[config.mk]
export PLATFORM = sky130hd
export DESIGN_NAME = alu_op_sequencer
export DESIGN_NICKNAME = d
export VERILOG_FILES = /design/src/rtl/alu_op_sequencer.sv
export SDC_FILE = /design/constraint.sdc
export NUM_CORES = 1
export LEC_CHECK = 0
export ABC_AREA = 0
export CAP_MARGIN = 20
export CORE_MARGIN = 1.5
export CORE_UTILIZATION = 46
export CTS_BUF_LIST = sky130_fd_sc_hd__clkbuf_2
export CTS_CLUSTER_DIAMETER = 30
export DETAILED_ROUTE_END_ITERATION = 10
export PLACE_DENSITY = 0.95
export SYNTH_ARGS = -nofsm -noshare
export SYNTH_HDL_FRONTEND = slang
export SYNTH_SLANG_ARGS = --single-unit
[constraint.sdc]
create_clock -name clock -period 4.35 [get_ports clock]
set_input_delay 0.87 -clock clock [delete_from_list [all_inputs] [get_ports clock]]
set_output_delay 0.87 -clock clock [all_outputs]
set_load 0.01 [all_outputs]
[src/rtl/alu_op_sequencer.sv]
// Hardwired control sequencer for the Phase-1 CPU datapath.
// Walks the fetch steps T0-T2, then decodes the IR opcode into a short
// execute sequence of one-hot register strobes and an ALU opcode.
// All outputs are a Moore decode of the registered state plus the IR fields.
module alu_op_sequencer #(
  parameter int MEM_WAIT = 0
) (
  input  logic        clock,
  input  logic        clear,
  input  logic        start,
  input  logic [31:0] ir,
  output logic        PCout,
  output logic        MARin,
  output logic        IncPC,
  output logic        memRead,
  output logic        MDRin,
  output logic        MDRout,
  output logic        IRin,
  output logic        Yin,
  output logic        Zin,
  output logic        Zhighout,
  output logic        Zlowout,
  output logic        HIin,
  output logic        LOin,
  output logic [15:0] Rout,
  output logic [15:0] Rin,
  output logic [4:0]  alu_op,
  output logic        done,
  output logic        illegal
);

  typedef enum logic [3:0] {
    IDLE, T0, T1, T2, T3, T4, T5, T6, DONE
  } state_t;

  state_t state;
  state_t state_next;

  logic [2:0] wait_cnt;

  logic [4:0] opcode;
  logic [3:0] ra;
  logic [3:0] rb;
  logic [3:0] rc;
  logic       is_three;
  logic       is_unary;
  logic       is_muldiv;
  logic       unused_ir_bits;

  assign opcode = ir[31:27];
  assign ra     = ir[26:23];
  assign rb     = ir[22:19];
  assign rc     = ir[18:15];

  // Low IR bits carry immediates the execute sequences here never consume.
  assign unused_ir_bits = ^ir[14:0];

  // Opcode classes: add..shl are contiguous, unary is neg/not, mul/div pair.
  assign is_three  = (opcode >= 5'b00011) && (opcode <= 5'b01011);
  assign is_unary  = (opcode == 5'b10001) || (opcode == 5'b10010);
  assign is_muldiv = (opcode == 5'b10000) || (opcode == 5'b01111);

  // State register; clear drops straight back to IDLE even mid-instruction.
  always_ff @(posedge clock or posedge clear) begin
    if (clear) begin
      state <= IDLE;
    end else begin
      state <= state_next;
    end
  end

  // Memory wait counter: armed while in T0 so it holds MEM_WAIT on T1 entry.
  always_ff @(posedge clock or posedge clear) begin
    if (clear) begin
      wait_cnt <= 3'd0;
    end else if (state == T0) begin
      wait_cnt <= 3'(MEM_WAIT);
    end else if ((state == T1) && (wait_cnt != 3'd0)) begin
      wait_cnt <= wait_cnt - 3'd1;
    end
  end

  // Next-state sequencing through fetch and the opcode-specific execute path.
  always_comb begin
    state_next = state;
    case (state)
      IDLE: if (start) state_next = T0;
      T0:   state_next = T1;
      T1:   if (wait_cnt == 3'd0) state_next = T2;
      T2:   state_next = T3;
      T3: begin
        if (is_three || is_unary || is_muldiv) state_next = T4;
        else                                   state_next = IDLE;
      end
      T4: begin
        if (is_unary) state_next = DONE;
        else          state_next = T5;
      end
      T5: begin
        if (is_muldiv) state_next = T6;
        else           state_next = DONE;
      end
      T6:   state_next = DONE;
      DONE: state_next = IDLE;
      default: state_next = IDLE;
    endcase
  end

  // Strobe decode: each step drives at most one Rout and one Rin bit.
  always_comb begin
    PCout    = 1'b0;
    MARin    = 1'b0;
    IncPC    = 1'b0;
    memRead  = 1'b0;
    MDRin    = 1'b0;
    MDRout   = 1'b0;
    IRin     = 1'b0;
    Yin      = 1'b0;
    Zin      = 1'b0;
    Zhighout = 1'b0;
    Zlowout  = 1'b0;
    HIin     = 1'b0;
    LOin     = 1'b0;
    Rout     = 16'd0;
    Rin      = 16'd0;
    alu_op   = 5'd0;
    done     = 1'b0;
    illegal  = 1'b0;
    case (state)
      T0: begin
        PCout = 1'b1;
        MARin = 1'b1;
        IncPC = 1'b1;
      end
      T1: begin
        memRead = 1'b1;
        MDRin   = 1'b1;
      end
      T2: begin
        MDRout = 1'b1;
        IRin   = 1'b1;
      end
      T3: begin
        if (is_three) begin
          Rout = 16'd1 << rb;
          Yin  = 1'b1;
        end else if (is_unary) begin
          Rout   = 16'd1 << rb;
          Zin    = 1'b1;
          alu_op = opcode;
        end else if (is_muldiv) begin
          Rout = 16'd1 << ra;
          Yin  = 1'b1;
        end else begin
          illegal = 1'b1;
        end
      end
      T4: begin
        if (is_three) begin
          Rout   = 16'd1 << rc;
          Zin    = 1'b1;
          alu_op = opcode;
        end else if (is_unary) begin
          Zlowout = 1'b1;
          Rin     = 16'd1 << ra;
        end else if (is_muldiv) begin
          Rout   = 16'd1 << rb;
          Zin    = 1'b1;
          alu_op = opcode;
        end
      end
      T5: begin
        if (is_three) begin
          Zlowout = 1'b1;
          Rin     = 16'd1 << ra;
        end else if (is_muldiv) begin
          Zlowout = 1'b1;
          LOin    = 1'b1;
        end
      end
      T6: begin
        if (is_muldiv) begin
          Zhighout = 1'b1;
          HIin     = 1'b1;
        end
      end
      DONE: done = 1'b1;
      default: ;
    endcase
  end

endmodule

# Word level (Yosys, flattened, before mapping)
# Cells that the tools add are included.
# Widths: inputs -> output; s select.
# totals
output_inout_bits,52
ff_bits,7
in_bits,35
wordCells,78
# op_classes
reduce_logical,11
add_sub_neg,1
n_lt_le_gt_ge,2
muxes,45
shift,3
n_eq_ne,14
# op_table
operator,n
$mux 16,9
$pmux 16 s2,2
$shl 1x4->16 const A,3
$pmux 4 s8,1
$mux 5,5
$mux 1,18
$eq 4x3->1 const B,4
$mux 4,4
$eq 5x5->1 const B,3
$pmux 5 s2,1
$mux 3,3
$eq 4x2->1 const B,2
$eq 5x4->1 const B,1
$ge 5x2->1 const B,1
$le 5x4->1 const B,1
$eq 4x1->1 const B,1
$eq 4x4->1 const B,1
$logic_not 4->1,1
$logic_or 1x1->1,4
$pmux 1 s2,2
$logic_not 3->1,1
$reduce_bool 3->1,1
$sub 3x1->3 const B,1
$logic_and 1x1->1,2
4 further kinds,4

# Longest topological paths before layout
# depth
ltp_word,6
mapped_depth,7
depth_no_buf,6

# Worst setup path before layout
# No wires, ideal clock.
# synth_timing
kind,input-to-output
startpoint,input port ir[28]
endpoint,output port Zhighout
n_path_buf,2
path_slack_ps,1199
arrival_time_ps,2281
path_stages,6
required_time_ps,3480
cell_sequence,buf_6 -> or4b_4 -> o22ai_4 -> nand2_1 -> nor2_1 -> buf_4
# synth_between
elab_chain_cells,4
word_cells_on_any_way,5
cone_classes,eq/ne: 2; mux: 2; reduce/logical: 1
# synth_lines
item,line_no,source
start: declaration,11,"input logic [31:0] ir,"
$eq 5x5->1 or $eq 5x4->1 (tied branches),61,assign is_muldiv = (opcode == 5'b10000) || (opcode == 5'b01111);
$logic_or 1x1->1 (*),61,
$mux 1 (*) (2 in series),n/a,
end: declaration,21,"output logic Zhighout,"
# Every way passes the cells marked *; elsewhere a longest branch is shown, timed or not.

# Worst setup path after layout
# layout_timing
startpoint,input port ir[30]
endpoint,output port Rin[0]
# layout_between
elab_chain_cells,5
word_cells_on_any_way,10
cone_classes,order compare: 2; eq/ne: 2; mux: 4; reduce/logical: 2
# layout_lines
item,line_no,source
branches (longest 4 deep; another with $ge 5x2->1),n/a,
$pmux 16 s2 (*),129,case (state)
end: declaration,26,"output logic [15:0] Rin,"
# Every way passes the cells marked *.

==> results.txt <==
Crit path max-delay cell type: clkdlybuf4s50_1
Netlist Area Pre-Place: 1852 um2
Average wire per standard cell: 16.20 um
Top FF cell, synth: dfrtp_1
Hold Crit Depth: 2
Netlist cell types: 61
VDD IR-drop max: 316.6 uV
Share of layout cells above drive strength 1: 0.1618
Vias in the first global route: 2198
R2R Setup Slk: 2.26 ns
Worst EP arrival: 3.41 ns
Max Fclk: 233.8 MHz
Fraction of registers with async set/reset: 1.000
Synthesis-to-layout area growth: 46.08%
Core area: 3771 um2
Layer carrying the most global-route usage: met2
Max-slew violations: 0
Most frequent cell after synthesis: nor2_1
Synth top area share: 0.09459
Critical Path Source Type: input pin
Syn Inst Count: 269
Run status: finished, final reports clean
Hold Path End: wait_cnt[1]$_DFFE_PP0P_
Post-Syn Area per Cell: 6.884 um2
GR Util met1: 0.3791
Slew headroom: 0.4654
Post-synthesis sequential area ratio: 0.09459
Hold Vio Cnt, Final: 0
CP endpoint kind: primary output
Ports: 87
CTS tree: yes
GR Overflow Total: 0
Yosys warns: 0
Initial Utilization: 0.4910
Crit path kind: in -> out
Post-Place Setup Slack: -0.1870 ns
Layout Skew: 0.006887 ns
Reg2reg start: state[3]$_DFFE_PP0P_
R2r endpoint: state[0]$_DFFE_PP0P_
Grt met2 use: 0.4500
Post-synth top area cell: dfrtp_1
Global-route wire length before repair: 9949 um
Die height: 66.45 um
Most Frequent Cell on Critical Path: clkdlybuf4s50_1
Pwr/cell area: 219.3 nW/um2
Residual DRC count: 0
Clock sinks: 7
Synth Register Bits: 7
DR vias: 2520
Min-delay worst type: reg -> reg
CTS Buffer Depth: 2
Tot GR Track Use: 0.2812
Max incr delay on CP: 0.64 ns
Initial antenna violation count: 0
Most frequent cells after synthesis: 35 x nor2_1, 22 x nor4_1, 19 x a21oi_1
Antenna Cells: 0
EDFF count, synth: 0
Syn_nets: 306
Gpl congestion: 0.9817
Die area: 4415 um2
Max FO, Critical Path: 9
Worst path required time: 3.48 ns
Largest net degree at the start of global routing: 18
Clock H-tree levels: 1
Hold Crit Start: wait_cnt[1]$_DFFE_PP0P_
Leakage: 0.0009051 uW
Clock power share: 0.082
Dpl hpwl: 4679 um
CTS Hold Bufs: 0
Met3 GRT Util: 0.06644
Final setup violating endpoints: 0
Largest cells by area after synthesis: dfrtp_1 9.5%, nor4_1 7.4%, nor2_1 7.1%, o211ai_1 5.7%, a21oi_1 5.1%
Sequential Power Share: 0.231
Setup WS post-layout: 0.07282 ns
Initial DRC count: 257
Drt total wl: 6287 um
Vias per cell: 6.495
Max Cap Violations: 0
Pre-antenna DRT Iters: 5
Worst-skew pair later-pin latency: 0.24 ns
Cell row count: 22
Final min period: 4.277 ns
Crit-path cells: clkdlybuf4s50_1 > or3b_1 > nor3b_2 > o211ai_1 > buf_4 > nor4_1 > clkdlybuf4s50_1
Combinational power share: 0.687
Worst-Margin Slew: 0.7945 ns
Fin nets: 378
Inserted Clock Buffers: 3
CTS root buf: clkbuf_2
Internal power: 301.4 uW
Die X: 66.45 um
Reg clk slew, reported paths: 0.07 ns
Buffers added on ports: 71
Remaining antenna violation count: 0
Worst r2r path cells: 4
Psw: 291.8 uW
Sw Ratio: 0.4919
Worst Hold Slack: 0.5663 ns
Tcrit/Tclk final: 0.9833
==> worst max-delay path, delay by kind of cell <==
family          cells  cell delay, ns
compound gates      1            0.12
simple gates        3            1.00
buf+inv             3            1.41
==> layout by cell type, fill, tap and decap left out, types with 2 or more instances in the layout <==
| master | n |
|---|---|
| clkdlybuf4s50_1 | 69 |
| nor2_1 | 34 |
| buf_4 | 27 |
| nor4_1 | 22 |
| a21oi_1 | 19 |
| o211ai_1 | 14 |
| nand2_1 | 13 |
| nand3_1 | 13 |
| o22ai_1 | 11 |
| nand2b_1 | 7 |
| nor3_1 | 7 |
| inv_1 | 7 |
| dfrtp_1 | 7 |
| o221ai_1 | 6 |
| nand3b_1 | 5 |
| nor2b_1 | 4 |
| or4bb_1 | 4 |
| and2_1 | 4 |
| clkbuf_2 | 4 |
| o21ai_0 | 3 |
| a211oi_1 | 3 |
| or2_2 | 3 |
| or4b_2 | 3 |
| nand4b_1 | 3 |
| xor2_1 | 2 |
| nand4bb_1 | 2 |
| nand4_1 | 2 |
| and3b_1 | 2 |
| a31oi_1 | 2 |
| o2111ai_1 | 2 |
| ha_1 | 2 |
| dlymetal6s2s_1 | 2 |
==> repair_timing <==
item	CTS	global route
pin swaps	0	4
setup endpoints to repair	16	28
gates resized for setup	2	4
setup buffers	0	9
gates cloned	0	0
==> sequential cells by signal (all words and copies together), names as in the netlist <==
name and cells:
state 4, wait_cnt 3
==> kinds of logic (layout without fill, tap and decap cells) <==
family                     after synthesis  count (layout)  synth area share
and+or+nand+nor                        141             141            0.4520
buffers and inverters                   38             109            0.1014
AOI/OAI and AO/OA                       77              77            0.3189
DFF                                      7               7           0.09460
adders and majority gates                2               2           0.01351
muxes                                    1               1          0.005406
xor gates and xnor gates                 3               3           0.01419
==> per-stage QoR <==
| step | setup TNS [ns] | total power (uW) | utilization | instance area [um2] | cells |
|---|---|---|---|---|---|
| 6_report | 0 | 593.2 | 0.7173 | 2705 | 388 |
| 5_1_grt | -0.01870 | 634.4 | 0.7173 | 2705 | 388 |
| 4_1_cts | 0 | 580.2 | 0.6971 | 2629 | 379 |
| 3_5_place_dp | -2.450 | 526.6 | 0.6885 | 2596 | 375 |
| 3_3_place_gp | -1.346 | 511.2 | 0.6885 | 2596 | 375 |
| 2_1_floorplan | 0 | 394.4 | - | 1852 | 269 |
==> layer usage <==
layer | up-vias | part of all wire
met5 | - | 0
met4 | 0 | 0.023
met3 | 22 | 0.11
met2 | 173 | 0.46
met1 | 1135 | 0.41
li1 | 1190 | -
==> final cells by class <==
| cell class | count | area [um2] |
|---|---|---|
| clock buffers | 4 | 20.02 |
| fillers | 300 | 1066 |
| inverters | 7 | 26.28 |
| multi-input cells | 224 | 1505 |
| flip-flops and latches | 7 | 175.2 |
| well taps | 48 | 60.06 |
| repair buffers | 98 | 918.4 |
==> how the worst max path moves through the flow <==
stage               slack [ns]    from       end
CTS                       0.03  ir[30]    Rin[0]
global placement         -0.11  ir[30]   Rin[10]
floorplan                 1.20  ir[28]  Zhighout
global route             -0.01  ir[30]    Rin[0]
finish                    0.07  ir[30]    Rin[0]
detailed placement       -0.19  ir[30]   Rin[12]
==> power by group through the flow <==
stage / Sequential, uW / Combinational (uW) / Clock [uW]
detailed placement: 136 / 390 / 0
global route: 142 / 436 / 55.9
floorplan: 95.1 / 299 / 0
global placement: 135 / 376 / 0
CTS: 135 / 395 / 50.0
finish: 137 / 407 / 48.6
Power figures use the tool's default switching activity.
==> RTL change 1: new RTL, same settings <==
Add an input register stage for `start` and `ir`, without a reset; this delays them by one clock.
--- a/src/rtl/alu_op_sequencer.sv
+++ b/src/rtl/alu_op_sequencer.sv
@@ -33,6 +33,14 @@
     IDLE, T0, T1, T2, T3, T4, T5, T6, DONE
   } state_t;
 
+  logic start_q;
+  logic [31:0] ir_q;
+
+  always_ff @(posedge clock) begin
+    start_q <= start;
+    ir_q    <= ir;
+  end
+
   state_t state;
   state_t state_next;
 
@@ -47,13 +55,13 @@
   logic       is_muldiv;
   logic       unused_ir_bits;
 
-  assign opcode = ir[31:27];
-  assign ra     = ir[26:23];
-  assign rb     = ir[22:19];
-  assign rc     = ir[18:15];
+  assign opcode = ir_q[31:27];
+  assign ra     = ir_q[26:23];
+  assign rb     = ir_q[22:19];
+  assign rc     = ir_q[18:15];
 
   // Low IR bits carry immediates the execute sequences here never consume.
-  assign unused_ir_bits = ^ir[14:0];
+  assign unused_ir_bits = ^ir_q[14:0];
 
   // Opcode classes: add..shl are contiguous, unary is neg/not, mul/div pair.
   assign is_three  = (opcode >= 5'b00011) && (opcode <= 5'b01011);
@@ -84,7 +92,7 @@
   always_comb begin
     state_next = state;
     case (state)
-      IDLE: if (start) state_next = T0;
+      IDLE: if (start_q) state_next = T0;
       T0:   state_next = T1;
       T1:   if (wait_cnt == 3'd0) state_next = T2;
       T2:   state_next = T3;
Check against the original RTL: not equivalent (a bounded check fails within 4 cycles, from zero or initial values).
==> RTL change 1 against the original RTL <==
  * Sequential cell count up 18
  * Setup slack improved by 0.42 ns
  * Synthesized area unchanged
  * Power increased by 25%
  * Utilization fell by 4.1 points
  * Largest power group unchanged
  * Final area down 5.8%
  * Combinational power shrank 19%
  * Critical path depth shrank 1
  * Synthesized cell count decreased by 7.4%
  * Sequential power up 130%
  * Maximum frequency grew 11%
  * Wire length down 13%
  * Clock power is 92% higher
==> RTL change 1: results (changes against the original RTL) <==
- Run status: completed
- Top flop regs: ir_q (17), state (4), wait_cnt (3)
- CTS resizes: 0 (-2)
- Clock Skew: 0.00180 ns (-0.00509 ns)
- Largest cells by area after synthesis: dfxtp_1, dfrtp_1, o221ai_1
- Mux cell area share after synthesis: 2.16% (+1.6 points)
- VDD IR-drop max: 0.195 mV (-38%)
- Post-synth top cells: nor2_1, nand2_1, dfxtp_1
- Crit path DAT: 2.99 ns (-0.42 ns)
- Post-Synth Adder-Cell Area: 1.35% (unchanged)
- Layout cell share with drive strength beyond 1: 5.84% (-10 points)
- Compound-Gate Fraction of Synth Area: 19.7% (-12 points)
- Crit-path max cell delay: 0.57 ns (-0.07 ns)
- Syn nets: 286 (-6.5%)
- Gp weighted congestion: 0.951 (-3.1%)
- DR vias: 2113 (-16%)
- Post-synth ARST share: 28.0% (-72 points)
- Area after DPL: 2530 um^2 (-2.6%)
- Dpl hpwl: 4.19 mm (-10%)
- Leakage: 0.844 nW (-6.8%)
- Drt via density: 5.94 (-8.6%)
- Routed len/inst: 15.3 um (-5.5%)
- Largest net degree at the start of global routing: 20 (+2)
- Post-synthesis xor/xnor area fraction: 0.473% (-0.95 points)
- Slowest-stage cell, CP: clkdlybuf4s50_1
- Ys flop type: dfxtp_1
- Top delay family on crit path: simple AND/OR/NAND/NOR gates
- Gr usage total: 25.5% (-2.7 points)
- Synth Area per Inst: 7.44 um^2 (+8.0%)
- Reg clk slew, reported paths: 0.24 ns (+0.17 ns)
- DR pass1 iterations: 4 (-1)
- Seq/Total Area, Yosys: 28.9% (+19 points)
- NumNets Final: 346 (-8.5%)
- Iter 0 DRT Violations: 134 (-48%)
- Yosys cell types: 47 (-23%)
- Clock Latency Late Sink: 0.36 ns (+0.12 ns)
-- RTL change 1: final timing paths --
kind / start / to / slack, ns / cells past startpoint
worst max register to register: state[1] / state[0] / 2.26 / 4
min in group asynchronous: clear / wait_cnt[2] / 0.69 / 2
worst max-delay path: state[1] / Rout[11] / 0.49 / 6
worst min register to register: wait_cnt[0] / wait_cnt[0] / 0.51 / 1
worst min-delay path: wait_cnt[0] / wait_cnt[0] / 0.51 / 1
max in group asynchronous: clear / state[0] / 3.46 / 2
-- RTL change 1: area by class of cell --
class,instances,area (um^2)
timing repair buffer,71,711
multi-input combinational,201,1200
clock inverter,1,5.00
sequential,25,536
clock buffer,3,15.0
fill,357,1220
inverter,7,26.3
tap,48,60.1
-- RTL change 1: kinds of logic after synthesis --
kind of cell	after synthesis
simple gates	141
compound gates	53
flops	25
buf+inv	23
mux	4
fa+ha+maj	2
xor+xnor	1
-- RTL change 1: layer usage --
metal / global-route usage [%] / vias up / part of all wire (%)
met3: 3.41 / 9 / 7.7
met2: 42.9 / 109 / 47
met1: 32.5 / 959 / 43
met4: 10.5 / 0 / 1.7
met5: 0 / - / 0
li1: - / 1036 / -
-- RTL change 1: power by group --
| part | total, mW | switching (mW) | internal (mW) |
|---|---|---|---|
| registers | 0.317 | 0.0612 | 0.256 |
| clock network | 0.0932 | 0.0724 | 0.0208 |
| logic | 0.330 | 0.170 | 0.160 |
| total | 0.740 | 0.304 | 0.436 |
==> RTL change 2: new RTL, same settings <==
Without the edit above. Encoding of `state_t`: now Gray code (4 bits for 9 states).
--- a/src/rtl/alu_op_sequencer.sv
+++ b/src/rtl/alu_op_sequencer.sv
@@ -30,7 +30,7 @@
 );
 
   typedef enum logic [3:0] {
-    IDLE, T0, T1, T2, T3, T4, T5, T6, DONE
+    IDLE = 4'b0000, T0 = 4'b0001, T1 = 4'b0011, T2 = 4'b0010, T3 = 4'b0110, T4 = 4'b0111, T5 = 4'b0101, T6 = 4'b0100, DONE = 4'b1100
   } state_t;
 
   state_t state;
Formal check against the unedited RTL: same outputs for any inputs over 10 cycles, from zero or initial values; not proved beyond that.
==> RTL change 2 against the original RTL <==
  * Power is 22% lower
  * Final area is 16% lower
  * Synthesized area is 19% lower
  * Cell count is 14% lower
  * Wire length is 22% lower
  * Sequential cell count stayed put
  * Synthesized cell count is 15% lower
  * Setup slack better by 0.0034 ns
  * Largest cell class unchanged
  * Largest power group unchanged
  * Highest routed layer unchanged
==> RTL change 2: results (changes against the original RTL) <==
- Run status: completed
- Met2 Use GR: 42.9% (-2.1 points)
- Dpl hpwl: 3.77 mm (-19%)
- Leakage: 0.793 nW (-12%)
- Met2 routed WL: 2.35 mm (-19%)
- Iter 0 DRT Violations: 176 (-32%)
- Largest cells by area after synthesis: dfrtp_1, nor4_1, nor2_1
- NumNets Final: 327 (-13%)
- Gr usage total: 26.5% (-1.6 points)
- Yosys cell types: 48 (-21%)
- Area after DPL: 2210 um^2 (-15%)
- Clock Skew: 0.00390 ns (-0.00299 ns)
- Gp weighted congestion: 0.905 (-7.8%)
- Routed len/inst: 14.8 um (-8.9%)
- Drt via density: 6.19 (-4.8%)
- GRT met3 Usage: 3.68% (-3.0 points)
- DR pass1 iterations: 4 (-1)
- CTS resizes: 0 (-2)
- Layout cell share with drive strength beyond 1: 10.7% (-5.4 points)
- Worst-Margin Slew: 0.573 ns (-0.221 ns)
- M1 WL: 2.21 mm (-13%)
- First-pass GRT wire length: 7.53 mm (-24%)
- Number of global-route vias before repair: 1677 (-24%)
- Highest Signal Layer: met4
- DR WL met3: 326 um (-53%)
- Syn nets: 266 (-13%)
- Crit Path Max Fanout: 16 (+7)
- Met1 Usage GRT: 37.3% (-0.64 points)
- Worst slack, placed: 0.0725 ns (+0.259 ns)
- Seq/Total Area, Yosys: 11.7% (+2.3 points)
- Post-synth top cells: nor4_1, nor2_1, nand2_1
- Reg clk slew, reported paths: 0.08 ns
[RTL change 2: path summary, 6_finish.rpt]
path	depth (start not counted)	to	start	slack (ns)
worst max-delay path	6	Rout[13]	ir[28]	0.08
max in group asynchronous	2	state[3]	clear	3.29
min in group asynchronous	2	wait_cnt[2]	clear	0.85
worst min-delay path	2	wait_cnt[1]	wait_cnt[1]	0.50
worst max register to register	4	state[2]	state[1]	2.97
worst min register to register	2	wait_cnt[1]	wait_cnt[1]	0.50
[RTL change 2: critical path, cell delays in order]
cell	delay (ns)
clkdlybuf4s50_1	0.42
or4b_4	0.55
o22a_4	0.31
or4_1	0.58
o211ai_1	0.11
clkdlybuf4s50_1	0.57
[RTL change 2: logic make-up (layout without fill, tap and decap cells)]
family | after synthesis | count (layout) | synth area share (%)
adders and majority gates | 2 | 2 | 1.67
and+or+nand+nor | 128 | 128 | 48.2
AOI/OAI and AO/OA | 61 | 61 | 28.2
DFF | 7 | 7 | 11.7
buffers and inverters | 31 | 91 | 10.2
[RTL change 2: per-stage QoR]
| step | std cells | total power, mW | hold slack (ns) |
|---|---|---|---|
| final | 333 | 0.464 | 0.501 |
| after global placement | 329 | 0.398 | 0.463 |
| after detailed placement | 329 | 0.408 | 0.480 |
| after global routing | 333 | 0.498 | 0.540 |
| after CTS | 333 | 0.457 | 0.496 |
| after floorplan | 229 | 0.310 | 0.448 |
[RTL change 2: layout make-up]
class	instances	area, um^2
clock buffer	4	20.0
fill	262	805
inverter	6	22.5
multi-input combinational	191	1210
sequential	7	175
tap	44	55.1
timing repair buffer	81	793
[RTL change 2: report_power, final]
group	switching [mW]	internal, mW
Clock	0.0260	0.0245
Sequential	0.0522	0.0814
Combinational	0.151	0.129
